[src/rtl/serdes_pkg.sv]
`default_nettype none
// ============================================================================
// Package     : serdes_pkg
// Description : Shared types and helpers for the serializer/deserializer
//               family (PISO, SIPO, deserializer). Holds the two-state
//               shifter FSM encoding and the bit-counter width helper.
// Revision    : 1.0  initial release
// ============================================================================
package serdes_pkg;

  // Shifter state: waiting for a word, or presenting bits of a word.
  typedef enum logic {
    IDLE  = 1'b0,
    SHIFT = 1'b1
  } ser_state_t;

  // Width of a counter that must reach the value `width` (counts 1..width).
  function automatic int cnt_w(input int width);
    return $clog2(width + 1);
  endfunction

endpackage
`default_nettype wire

[src/rtl/piso_serializer.sv]
`default_nettype none
// ============================================================================
// Module      : piso_serializer
// Description : Parallel-in serial-out stage. Accepts a WIDTH-bit word over a
//               valid/ready handshake and presents it one bit per enabled
//               clock on ser_out, with frame_start/frame_end markers.
//               Back-to-back words run with no gap bit.
// Ports       :
//   clk         in   rising-edge clock
//   clear       in   synchronous active-high reset
//   shift_en    in   advance one bit when high, hold everything when low
//   load_valid  in   load_data is valid
//   load_data   in   [WIDTH-1:0] parallel word to send
//   load_ready  out  word can be accepted this cycle (combinational)
//   ser_out     out  current serial bit (registered)
//   ser_valid   out  ser_out carries a frame bit (registered)
//   frame_start out  ser_out is the first bit of a word (registered)
//   frame_end   out  ser_out is the last bit of a word (registered)
//   busy        out  state is SHIFT
// Revision    : 1.0  initial release
// ============================================================================
module piso_serializer
  import serdes_pkg::*;
#(
  parameter int WIDTH     = 4,     // legal range 2..32
  parameter bit MSB_FIRST = 1'b0   // 0: bit0 first, 1: bit WIDTH-1 first
) (
  input  logic             clk,
  input  logic             clear,
  input  logic             shift_en,
  input  logic             load_valid,
  input  logic [WIDTH-1:0] load_data,
  output logic             load_ready,
  output logic             ser_out,
  output logic             ser_valid,
  output logic             frame_start,
  output logic             frame_end,
  output logic             busy
);

  localparam int               CNT_W    = cnt_w(WIDTH);
  localparam logic [CNT_W-1:0] CNT_ONE  = CNT_W'(1);
  localparam logic [CNT_W-1:0] CNT_LAST = CNT_W'(WIDTH);

  ser_state_t       state,       state_n;
  logic [WIDTH-1:0] shreg,       shreg_n;
  logic [CNT_W-1:0] count,       count_n;
  logic             ser_out_n;
  logic             ser_valid_n;
  logic             frame_start_n;
  logic             frame_end_n;

  // Bit-order dependent taps. The shift register holds the bits not yet
  // presented, aligned so the next one always sits at the output end.
  logic             first_bit;   // bit presented on the capture edge
  logic [WIDTH-1:0] load_rest;   // remaining bits of the incoming word
  logic             next_bit;    // bit presented on the next enabled shift
  logic [WIDTH-1:0] shreg_adv;   // shift register after one shift

  generate
    if (MSB_FIRST) begin : g_msb_first
      assign first_bit = load_data[WIDTH-1];
      assign load_rest = load_data << 1;
      assign next_bit  = shreg[WIDTH-1];
      assign shreg_adv = shreg << 1;
    end else begin : g_lsb_first
      assign first_bit = load_data[0];
      assign load_rest = load_data >> 1;
      assign next_bit  = shreg[0];
      assign shreg_adv = shreg >> 1;
    end
  endgenerate

  logic last_bit;
  assign last_bit = (count == CNT_LAST);

  // Ready on the edge that retires the last bit so the next word follows
  // without an idle cycle.
  assign load_ready = (state == IDLE) || (last_bit && shift_en);
  assign busy       = (state == SHIFT);

  always_comb begin
    state_n       = state;
    shreg_n       = shreg;
    count_n       = count;
    ser_out_n     = ser_out;
    ser_valid_n   = ser_valid;
    frame_start_n = frame_start;
    frame_end_n   = frame_end;

    unique case (state)
      IDLE: begin
        // Capture is not gated by shift_en: the first bit shows immediately.
        if (load_valid) begin
          state_n       = SHIFT;
          shreg_n       = load_rest;
          count_n       = CNT_ONE;
          ser_out_n     = first_bit;
          ser_valid_n   = 1'b1;
          frame_start_n = 1'b1;
          frame_end_n   = 1'b0;  // WIDTH >= 2, so bit 1 is never the last
        end
      end
      SHIFT: begin
        if (shift_en) begin
          if (last_bit) begin
            if (load_valid) begin
              shreg_n       = load_rest;
              count_n       = CNT_ONE;
              ser_out_n     = first_bit;
              ser_valid_n   = 1'b1;
              frame_start_n = 1'b1;
              frame_end_n   = 1'b0;
            end else begin
              state_n       = IDLE;
              shreg_n       = '0;
              count_n       = '0;
              ser_out_n     = 1'b0;
              ser_valid_n   = 1'b0;
              frame_start_n = 1'b0;
              frame_end_n   = 1'b0;
            end
          end else begin
            shreg_n       = shreg_adv;
            count_n       = count + CNT_ONE;
            ser_out_n     = next_bit;
            frame_start_n = 1'b0;
            frame_end_n   = ((count + CNT_ONE) == CNT_LAST);
          end
        end
      end
      default: begin
        state_n = IDLE;
      end
    endcase
  end

  always_ff @(posedge clk) begin
    if (clear) begin
      state       <= IDLE;
      shreg       <= '0;
      count       <= '0;
      ser_out     <= 1'b0;
      ser_valid   <= 1'b0;
      frame_start <= 1'b0;
      frame_end   <= 1'b0;
    end else begin
      state       <= state_n;
      shreg       <= shreg_n;
      count       <= count_n;
      ser_out     <= ser_out_n;
      ser_valid   <= ser_valid_n;
      frame_start <= frame_start_n;
      frame_end   <= frame_end_n;
    end
  end

endmodule
`default_nettype wire

[config.mk]
export PLATFORM = sky130hd
export DESIGN_NAME = piso_serializer
export DESIGN_NICKNAME = d
export VERILOG_FILES = /design/src/rtl/serdes_pkg.sv /design/src/rtl/piso_serializer.sv
export SDC_FILE = /design/constraint.sdc
export NUM_CORES = 1
export LEC_CHECK = 0
export CAP_MARGIN = 5
export CORE_AREA = 2 2 39 41
export CTS_BUF_LIST = sky130_fd_sc_hd__clkbuf_8
export DETAILED_ROUTE_END_ITERATION = 16
export DIE_AREA = 0 0 41 43
export PLACE_DENSITY = 0.77
export SYNTH_ARGS = -nofsm -noshare
export SYNTH_HDL_FRONTEND = slang
export SYNTH_SLANG_ARGS = --single-unit
[constraint.sdc]
create_clock -name clk -period 2.7 [get_ports clk]
set_input_delay 0.54 -clock clk [delete_from_list [all_inputs] [get_ports clk]]
set_output_delay 0.54 -clock clk [all_outputs]
set_load 0.01 [all_outputs]
; ---- Word level (Yosys, flattened, before mapping)
; Index checks and enable logic that the tools add are counted.
[totals]
reg_bits = 12
inputBits = 8
out_inout_bits = 6
elab_cells = 48
[classes]
addsub = 1
n_eq_ne = 5
n_mux = 30
n_bitwise = 1
n_reduce_logical = 4
[ops]
columns = op, n
row1 = $mux 1, 16
row2 = $mux 3, 4
row3 = $mux 4, 3
row4 = $pmux 1 s2, 5
row5 = $pmux 4 s2, 1
row6 = $eq 3x3->1 const B, 2
row7 = $pmux 3 s2, 1
row8 = $ne 2x2->1 const B, 2
row9 = $add 3x1->3 const B, 1
row10 = $reduce_and 3->1, 1
row11 = $ne 2x1->1 const B, 1
row12 = $reduce_and 2->1, 1
row13 = $logic_and 1x1->1, 1
row14 = $logic_or 1x1->1, 1
row15 = $not 1->1, 1

; ---- Depth between registers and ports, before layout
; Gate-level depths: netlist (run 1).
[logic_depth]
ltp_word = 5
ltp_mapped = 5
depth_no_buf = 5

; ---- Least setup slack after synthesis (run 1)
; Ideal clock, no wire load.
[synth_path]
path_kind = reg-to-output
from = register count[0]
to = output port load_ready
arrival_ns = 0.849
path_slack_ns = 1.311
path_stages_with_launch = 5
path_cell_list = dfxtp_1 -> inv_1 -> ha_1 -> nand3_1 -> nand2_1
[synth_via]
elab_chain_len = 3
[synth_lines]
columns = element, line_no
row1 = start: declaration, piso_serializer.sv:47  ; logic [CNT_W-1:0] count, count_n;
row2 = start signal: assignment, piso_serializer.sv:150  ; count <= count_n;
row3 = $eq 3x3->1, piso_serializer.sv:75  ; assign last_bit = (count == CNT_LAST);
row4 = $logic_and 1x1->1, piso_serializer.sv:79  ; assign load_ready = (state == IDLE) || (last_bit && shift_en);
row5 = $logic_or 1x1->1, piso_serializer.sv:79
row6 = end: declaration, piso_serializer.sv:33  ; output logic load_ready,
; No other way between the ends.

; ---- Worst setup path after layout (run 1)
[layout_path]
from = input port shift_en
to = output port load_ready
[layout_via]
elab_chain_len = 2
[layout_lines]
columns = element, line_no
row1 = start: declaration, piso_serializer.sv:30  ; input logic shift_en,
row2 = $logic_and 1x1->1, piso_serializer.sv:79
row3 = $logic_or 1x1->1, piso_serializer.sv:79
; No other way between the ends.

==> flow_summary.ini, run 1 <==
[critical_path]
rr_endpoint = shreg[0]
r2r-start = count[0]
worstRegToRegCells = 5
critPathLaunchType = input pin
endpoint = load_ready
path_class = input pin to primary output
startpoint = shift_en
worstPathRequired_ps = 2160
cp-end-kind = primary output
regToRegSetupSlack_ps = 1340
worstPathArrival_ps = 1850
path_max_fanout = 6

[synthesis]
synth_top_area_cell = dfxtp_1
synth_area_per_cell_um2 = 8.884
synth_area_um2 = 533.0
yosysTopAreaCellShare_pct = 41.31
synthTopCellsByCount = dfxtp_1, a21oi_1, nand2_1, o21ai_1
synthTopCellsByArea = dfxtp_1, ha_1, a21oi_1
ys_types = 25
synth_seq_cells = 11
synth_ff_type = dfxtp_1
synth_nets = 71
seq_area_frac_synth_pct = 41.31
synthArstFlopShare_pct = 0
synth_edf_count = 0
ys_warn_count = 0
yosysMostFrequentCell = dfxtp_1
syn_inst = 60

[clock_network]
clkSinkCount = 11
cts_buffers = 3
clkSlewWorstSetupHoldPaths_ps = 50
worstSkewPairLatency_ps = 240
cts_buffer_depth = 2
cts.htree.levels = 1
cts_tree = built
cts-hold-fix-buffers = 0
cts_root_buffer = clkbuf_8
cts_resized = 0
post_cts_buffers = 0

[final_layout]
drive_above_1_share_pct = 11.84
n_fill_cell = 146
diodes = 0
fin_nets = 88
area_delta_synth_final_pct = 35.92
final_cells = 92
multi_input_area_um2 = 297.8
ff_latch_area_um2 = 220.2

[floorplan]
rows = 14
fp.dieH_um = 43
die_w_um = 41
design.die.area_um2 = 1763
io_pins = 14
start_util_pct = 38.52
core_um2 = 1384

[sta]
hold_ws_ps = 449.2
fin_crit_ps = 2394
min_period_over_period_pct = 88.66
hold_viol_final = 0
relSlewSlack_pct = 68.53
clock.fmax_mhz = 417.7
setup_tns_ps = 0
finalMaxSlewViolations = 0
skew_ps = 2.560
tightestPinTransition_ps = 462.9
rsz0062_at_grt = false
setup_viol = 0

[global_route]
first_global_vias = 395
gr-total-overflow = 0
grt_util_all_layers_pct = 14.33
grt_max_degree = 13
antenna_found_initial = 0
grt_pass1_wl_um = 1649

[job]
maxCapViolations = 0

[routing]
drt_wl_total_um = 1131
wl_per_cell_um = 12.29
final_antenna_net_count = 0
drt_iter0_drc = 9
viasPerCell = 5.304
drc = 0
drt_pass1_iterations = 4
via_count = 488

[power]
power_density_nw_per_um2 = 552.3
power_uw = 400.1
irDropWorstVdd_mv = 0.2518
p_leak_nw = 0.2690

[place]
dp_hpwl_um = 742.9
io_buffers = 13
dp_cells = 88
place.gp.congestion = 0.8136

[min_path]
min_path_cells = 2
hold_class = flop to flop

[outcome]
status = finished clean
cell families (layout without fill, tap and decap cells):
family | after synthesis | count (layout) | synth area share (%)
compound gates | 21 | 21 | 24.65
simple gates | 20 | 20 | 21.60
flops | 11 | 11 | 41.31
buf+inv | 4 | 20 | 2.816
fa+ha+maj | 3 | 3 | 7.043
mux | 1 | 1 | 2.582
flip-flops by register name, summed over array words and instances, names as in the netlist:
| name | flops |
|---|---|
| busy | 1 |
| count | 3 |
| frame_end | 1 |
| frame_start | 1 |
| ser_out | 1 |
| ser_valid | 1 |
| shreg | 3 |
cell type report:
class / instances / area share (%)
inverters: 3 / 1.554
clock inverters: 1 / 0.5181
clock buffers: 3 / 5.699
well taps: 16 / 2.763
multi-input cells: 45 / 41.11
flip-flops and latches: 11 / 30.40
repair buffers: 13 / 17.96
report_power, final:
part | switching [mW] | total [mW] | internal, mW
Combinational | 0.0262 | 0.0576 | 0.0313
Sequential | 0.00761 | 0.179 | 0.171
Clock | 0.0635 | 0.163 | 0.0999
Total | 0.0974 | 0.400 | 0.303
routing by layer:
metal	GRT usage, %	vias up	routed length, um
met3	4.712	3	79
met2	19.06	19	493
met5	0	-	0
met4	10.00	0	23
met1	18.63	218	535
li1	-	248	-
critical path, cell delays in order:
cell and delay [ps]:
clkdlybuf4s50_1 570, nand3_1 130, nand2_1 80, clkdlybuf4s50_1 530
per-stage QoR:
stage	instance area [um2]	util (%)	setup slack (ps)
detailed placement	679.4	49.10	316.7
floorplan	533.0	-	1311
global placement	679.4	49.10	320.8
global route	724.4	52.35	213.7
finish	724.4	52.35	306.1
CTS	724.4	52.35	303.6
how the worst min path moves through the flow:
stage	startpoint	endpoint	slack [ps]
2_1_floorplan	shreg[2]	shreg[2]	430
3_3_place_gp	frame_start	frame_start	440
3_5_place_dp	frame_start	frame_start	450
4_1_cts	frame_start	frame_start	450
5_1_grt	frame_start	frame_start	470
6_report	frame_start	frame_start	450
cell usage in the layout (no fill, tap or decap), types with 2 or more instances in the layout:
cell type,instances
clkbuf_8,3
inv_1,4
a32oi_1,3
nor3b_1,2
clkdlybuf4s50_1,13
a21oi_1,7
nand2_1,6
ha_1,3
dfxtp_1,11
o21ai_1,5
a211oi_1,2
nor2_1,2
o21ai_0,2
(Power assumes the default switching activity.)
==> run 2: changes to the inputs <==
- DONT_BUFFER_PORTS: not set -> 1
- PLACE_DENSITY: 0.77 -> 0.63
==> run 2 against run 1 <==
  * Clock power barely moved
  * Final cell count fell by 14%
  * Register-to-register slack improved by 40 ps
  * Worst hold slack got worse by 95 ps
  * Critical endpoint unchanged
  * Global-route usage rose by 0.72 points
  * Total power fell by 5.8%
  * Sequential power barely moved
==> flow_summary.ini, run 2 (same netlist as run 1, synthesis figures left out) <==
[outcome]
status = finished clean

[final_layout]
final_cells = 79
final_area_um2 = 594.3
fin_nets = 75
finish.utilization_pct = 42.95
layout_commonest_cell = dfxtp_1
final_cell_mix = dfxtp_1, a21oi_1, nand2_1
diodes = 0
drive_above_1_share_pct = 14.29
area_delta_synth_final_pct = 11.50
reg_top3 = count: 3 flops, shreg: 3 flops

[power]
irDropWorstVdd_mv = 0.2174
p_leak_nw = 0.2196
internal-power_uw = 286.1
power_uw = 377.1
switching_share_pct = 24.12
power_density_nw_per_um2 = 634.5
combPwrFrac_pct = 8.1
seqPwrFrac_pct = 48.2
pwr-share-clk_pct = 43.8
switching_power_uw = 90.95

[sta]
relSlewSlack_pct = 69.69
setup_tns_ps = 0
skew_ps = 1.919
hold_viol_final = 0
finalMaxSlewViolations = 0
rsz0062_at_grt = false
min_period_over_period_pct = 64.12
setup_viol = 0
tightestPinTransition_ps = 445.8
hold_ws_ps = 354.3
clock.fmax_mhz = 577.6
fin_crit_ps = 1731
fin_ws_ps = 968.7

[routing]
viasPerCell = 5.532
drt_wl_total_um = 1030
wl_per_cell_um = 13.04
final_antenna_net_count = 0
drt_pass1_iterations = 4
via_count = 437
drc = 0
drt_iter0_drc = 6

[clock_network]
cts_resized = 0
clkSinkCount = 11
cts-hold-fix-buffers = 0
worstSkewPairLatency_ps = 240
post_cts_buffers = 0
cts_tree = built
clkSlewWorstSetupHoldPaths_ps = 50
cts_root_buffer = clkbuf_8
cts.htree.levels = 1
cts_buffers = 3
cts_buffer_depth = 2

[global_route]
antenna_found_initial = 0
gr-total-overflow = 0
first_global_vias = 373
grt_util_all_layers_pct = 15.05
grt_max_degree = 13
grt_pass1_wl_um = 1725

[critical_path]
cp_slowest_cell = dfxtp_1
worstPathArrival_ps = 1190
crit_chain = inv_1 -> ha_1 -> nand3_1 -> nand2_1
path_max_fanout = 6
path_class = flop to primary output
slowest_delay_ps = 410
critPathLaunchType = flop
worst-path-buf-inv = 1
worstPathRequired_ps = 2160
cp-end-kind = primary output
critPathTopFamily = flip-flops

[place]
dp_slack_ps = 1234
dp_hpwl_um = 720.5
dpl-instance-area_um2 = 549.3
place.gp.congestion = 0.7170
dp_cells = 75
io_buffers = 0

[job]
maxCapViolations = 0

[min_path]
hold_class = input pin to flop

[floorplan]
io_pins = 14
fp.dieH_um = 43
start_util_pct = 38.52
rows = 14
core_um2 = 1384
design.die.area_um2 = 1763
die_w_um = 41
-- run 2: cell type report --
| cell class | count | area [um2] |
|---|---|---|
| clock buffers | 3 | 41.29 |
| well taps | 16 | 20.02 |
| flip-flops and latches | 11 | 220.2 |
| multi-input cells | 45 | 297.8 |
| fillers | 149 | 789.5 |
| clock inverters | 1 | 3.754 |
| inverters | 3 | 11.26 |
-- run 2: worst register-to-register path, delay by kind of cell, from the launching register on --
| family | cells | cell delay [ps] |
|---|---|---|
| AND/OR/NAND/NOR | 1 | 240 |
| buffers and inverters | 1 | 70 |
| adder cells (fa/ha/maj) | 1 | 260 |
| AO/OA/AOI/OAI | 2 | 240 |
| flip-flops | 1 | 410 |
-- run 2: final timing paths --
path / startpoint / to / slack, ps / cells past startpoint
setup / recovery: count[0] / load_ready / 970 / 4
hold reg to reg: shreg[2] / shreg[2] / 460 / 2
setup reg to reg: count[0] / shreg[0] / 1380 / 5
hold / removal: clear / ser_valid / 350 / 1
-- run 2: power by group through the flow --
stage | combinational, mW | clock, mW | sequential (mW)
detailed placement | 0.0303 | 0 | 0.185
finish | 0.0305 | 0.165 | 0.182
global route | 0.0348 | 0.178 | 0.183
global placement | 0.0300 | 0 | 0.185
CTS | 0.0307 | 0.170 | 0.182
floorplan | 0.0277 | 0 | 0.183
-- run 2: layer usage --
metal,share of wire (%),wire length (um),track usage (%),up-vias
li1,-,-,-,226
met1,48,490,20.66,192
met2,43,438,17.50,14
met3,5.8,60,7.853,5
met4,4.0,41,10.00,0
met5,0,0,0,-
==> run 3: changes to the inputs <==
- clock period: 2.7 -> 1.76 ns (I/O delays scaled with it)
==> run 3 against run 2 <==
  * First-iteration DRC count grew 50%
  * Clock power up 49%
  * Largest power group unchanged
  * Non-clock buffer count is the same
  * Flip-flop and latch count did not move
  * Largest cell class unchanged
  * Critical path depth unchanged
  * Utilization stayed put
  * Highest routed layer is now met3
  * Critical endpoint unchanged
  * Combinational power rose by 51%
  * Final cell count unchanged
==> flow_summary.ini, run 3 (same netlist as run 1, synthesis figures left out) <==
[clock_network]
cts_resized = 0
cts.htree.levels = 1
worstSkewPairLatency_ps = 240
cts_buffers = 3
clkSlewWorstSetupHoldPaths_ps = 50
cts_buffer_depth = 2
cts-hold-fix-buffers = 0
cts_root_buffer = clkbuf_8
post_cts_buffers = 0
clkSinkCount = 11
cts_tree = built

[sta]
tightestPinTransition_ps = 446.5
relSlewSlack_pct = 69.64
setup_tns_ps = 0
clock.fmax_mhz = 639.8
hold_viol_final = 0
finalMaxSlewViolations = 0
setup_viol = 0
rsz0062_at_grt = false
fin_crit_ps = 1563
skew_ps = 2.653
fin_ws_ps = 197.1
min_period_over_period_pct = 88.80

[place]
place.gp.congestion = 0.7585
dpl-instance-area_um2 = 549.3
dp_slack_ps = 445.1
io_buffers = 0
dp_hpwl_um = 729.4

[routing]
final_antenna_net_count = 0
viasPerCell = 5.468
drt_pass1_iterations = 4
drt_wl_total_um = 1034
via_count = 432
drt_iter0_drc = 9
wl_per_cell_um = 13.09
drc = 0

[power]
power_density_nw_per_um2 = 960.5
p_leak_nw = 0.2196
irDropWorstVdd_mv = 0.6167

[global_route]
antenna_found_initial = 0
grt_max_degree = 13
grt_pass1_wl_um = 1718
grt_util_all_layers_pct = 14.85
gr-total-overflow = 0
first_global_vias = 388

[min_path]
hold_class = input pin to flop

[critical_path]
slowest_delay_ps = 420
path_max_fanout = 6
cp-end-kind = primary output
worstPathRequired_ps = 1410
cp_slowest_cell = dfxtp_1
worst-path-buf-inv = 1
path_class = flop to primary output
crit_chain = inv_1 -> ha_1 -> nand3_1 -> nand2_1
critPathLaunchType = flop
critPathTopFamily = flip-flops
worstPathArrival_ps = 1210

[final_layout]
reg_top3 = count: 3 flops, shreg: 3 flops
ff_latch_area_um2 = 220.2
area_delta_synth_final_pct = 11.50
fin_nets = 75
drive_above_1_share_pct = 14.29
final_area_um2 = 594.3
final_cell_mix = dfxtp_1, a21oi_1, nand2_1
layout_commonest_cell = dfxtp_1
multi_input_area_um2 = 297.8
diodes = 0
n_fill_cell = 145

[floorplan]
core_um2 = 1384
start_util_pct = 38.52
die_w_um = 41
fp.dieH_um = 43
design.die.area_um2 = 1763
io_pins = 14
rows = 14

[job]
maxCapViolations = 0

[outcome]
status = finished clean
run 3: cell counts in the layout (fill, tap and decap cells not counted):
No cell type changed its count.
run 3: worst reg2reg max path, cell delays in order (launching register included):
cell	delay, ps
dfxtp_1	420
inv_1	70
ha_1	240
and4_4	230
o21ai_0	160
a21oi_1	100
run 3: worst paths after layout:
kind / start / end / slack, ps / cells past startpoint
max: count[0] / load_ready / 200 / 4
min: clear / ser_valid / 170 / 1
max reg2reg: count[0] / shreg[0] / 420 / 5
min reg2reg: shreg[2] / shreg[2] / 460 / 2
run 3: layer usage:
layer / wire, um / vias to the layer above / global-route usage (%)
met5: 0 / - / 0
met4: 0 / 0 / 4.000
met3: 76 / 0 / 9.948
met2: 452 / 19 / 17.50
met1: 505 / 191 / 21.64
li1: - / 222 / -
run 3: report_power, final:
part           total [mW]  switching [mW]  internal (mW)
registers           0.279          0.0157          0.263
clock network       0.246          0.0928          0.153
logic              0.0461          0.0240         0.0221
total               0.571           0.133          0.438
run 3: layout make-up:
type	count	area share (%)
Clock buffer	3	6.947
Clock inverter	1	0.6316
Inverter	3	1.895
Multi-Input combinational cell	45	50.11
Sequential cell	11	37.05
Tap cell	16	3.368
run 3: through the flow:
step                power (mW)  hold slack (ps)  instances  util, %
detailed placement      0.3301            419.8         75    39.69
floorplan               0.3234            432.1         60        -
finish                  0.5709            172.0         79    42.95
global placement        0.3289            419.5         75    39.69
CTS                     0.5763            168.1         79    42.95
global route            0.5977            162.3         79    42.95
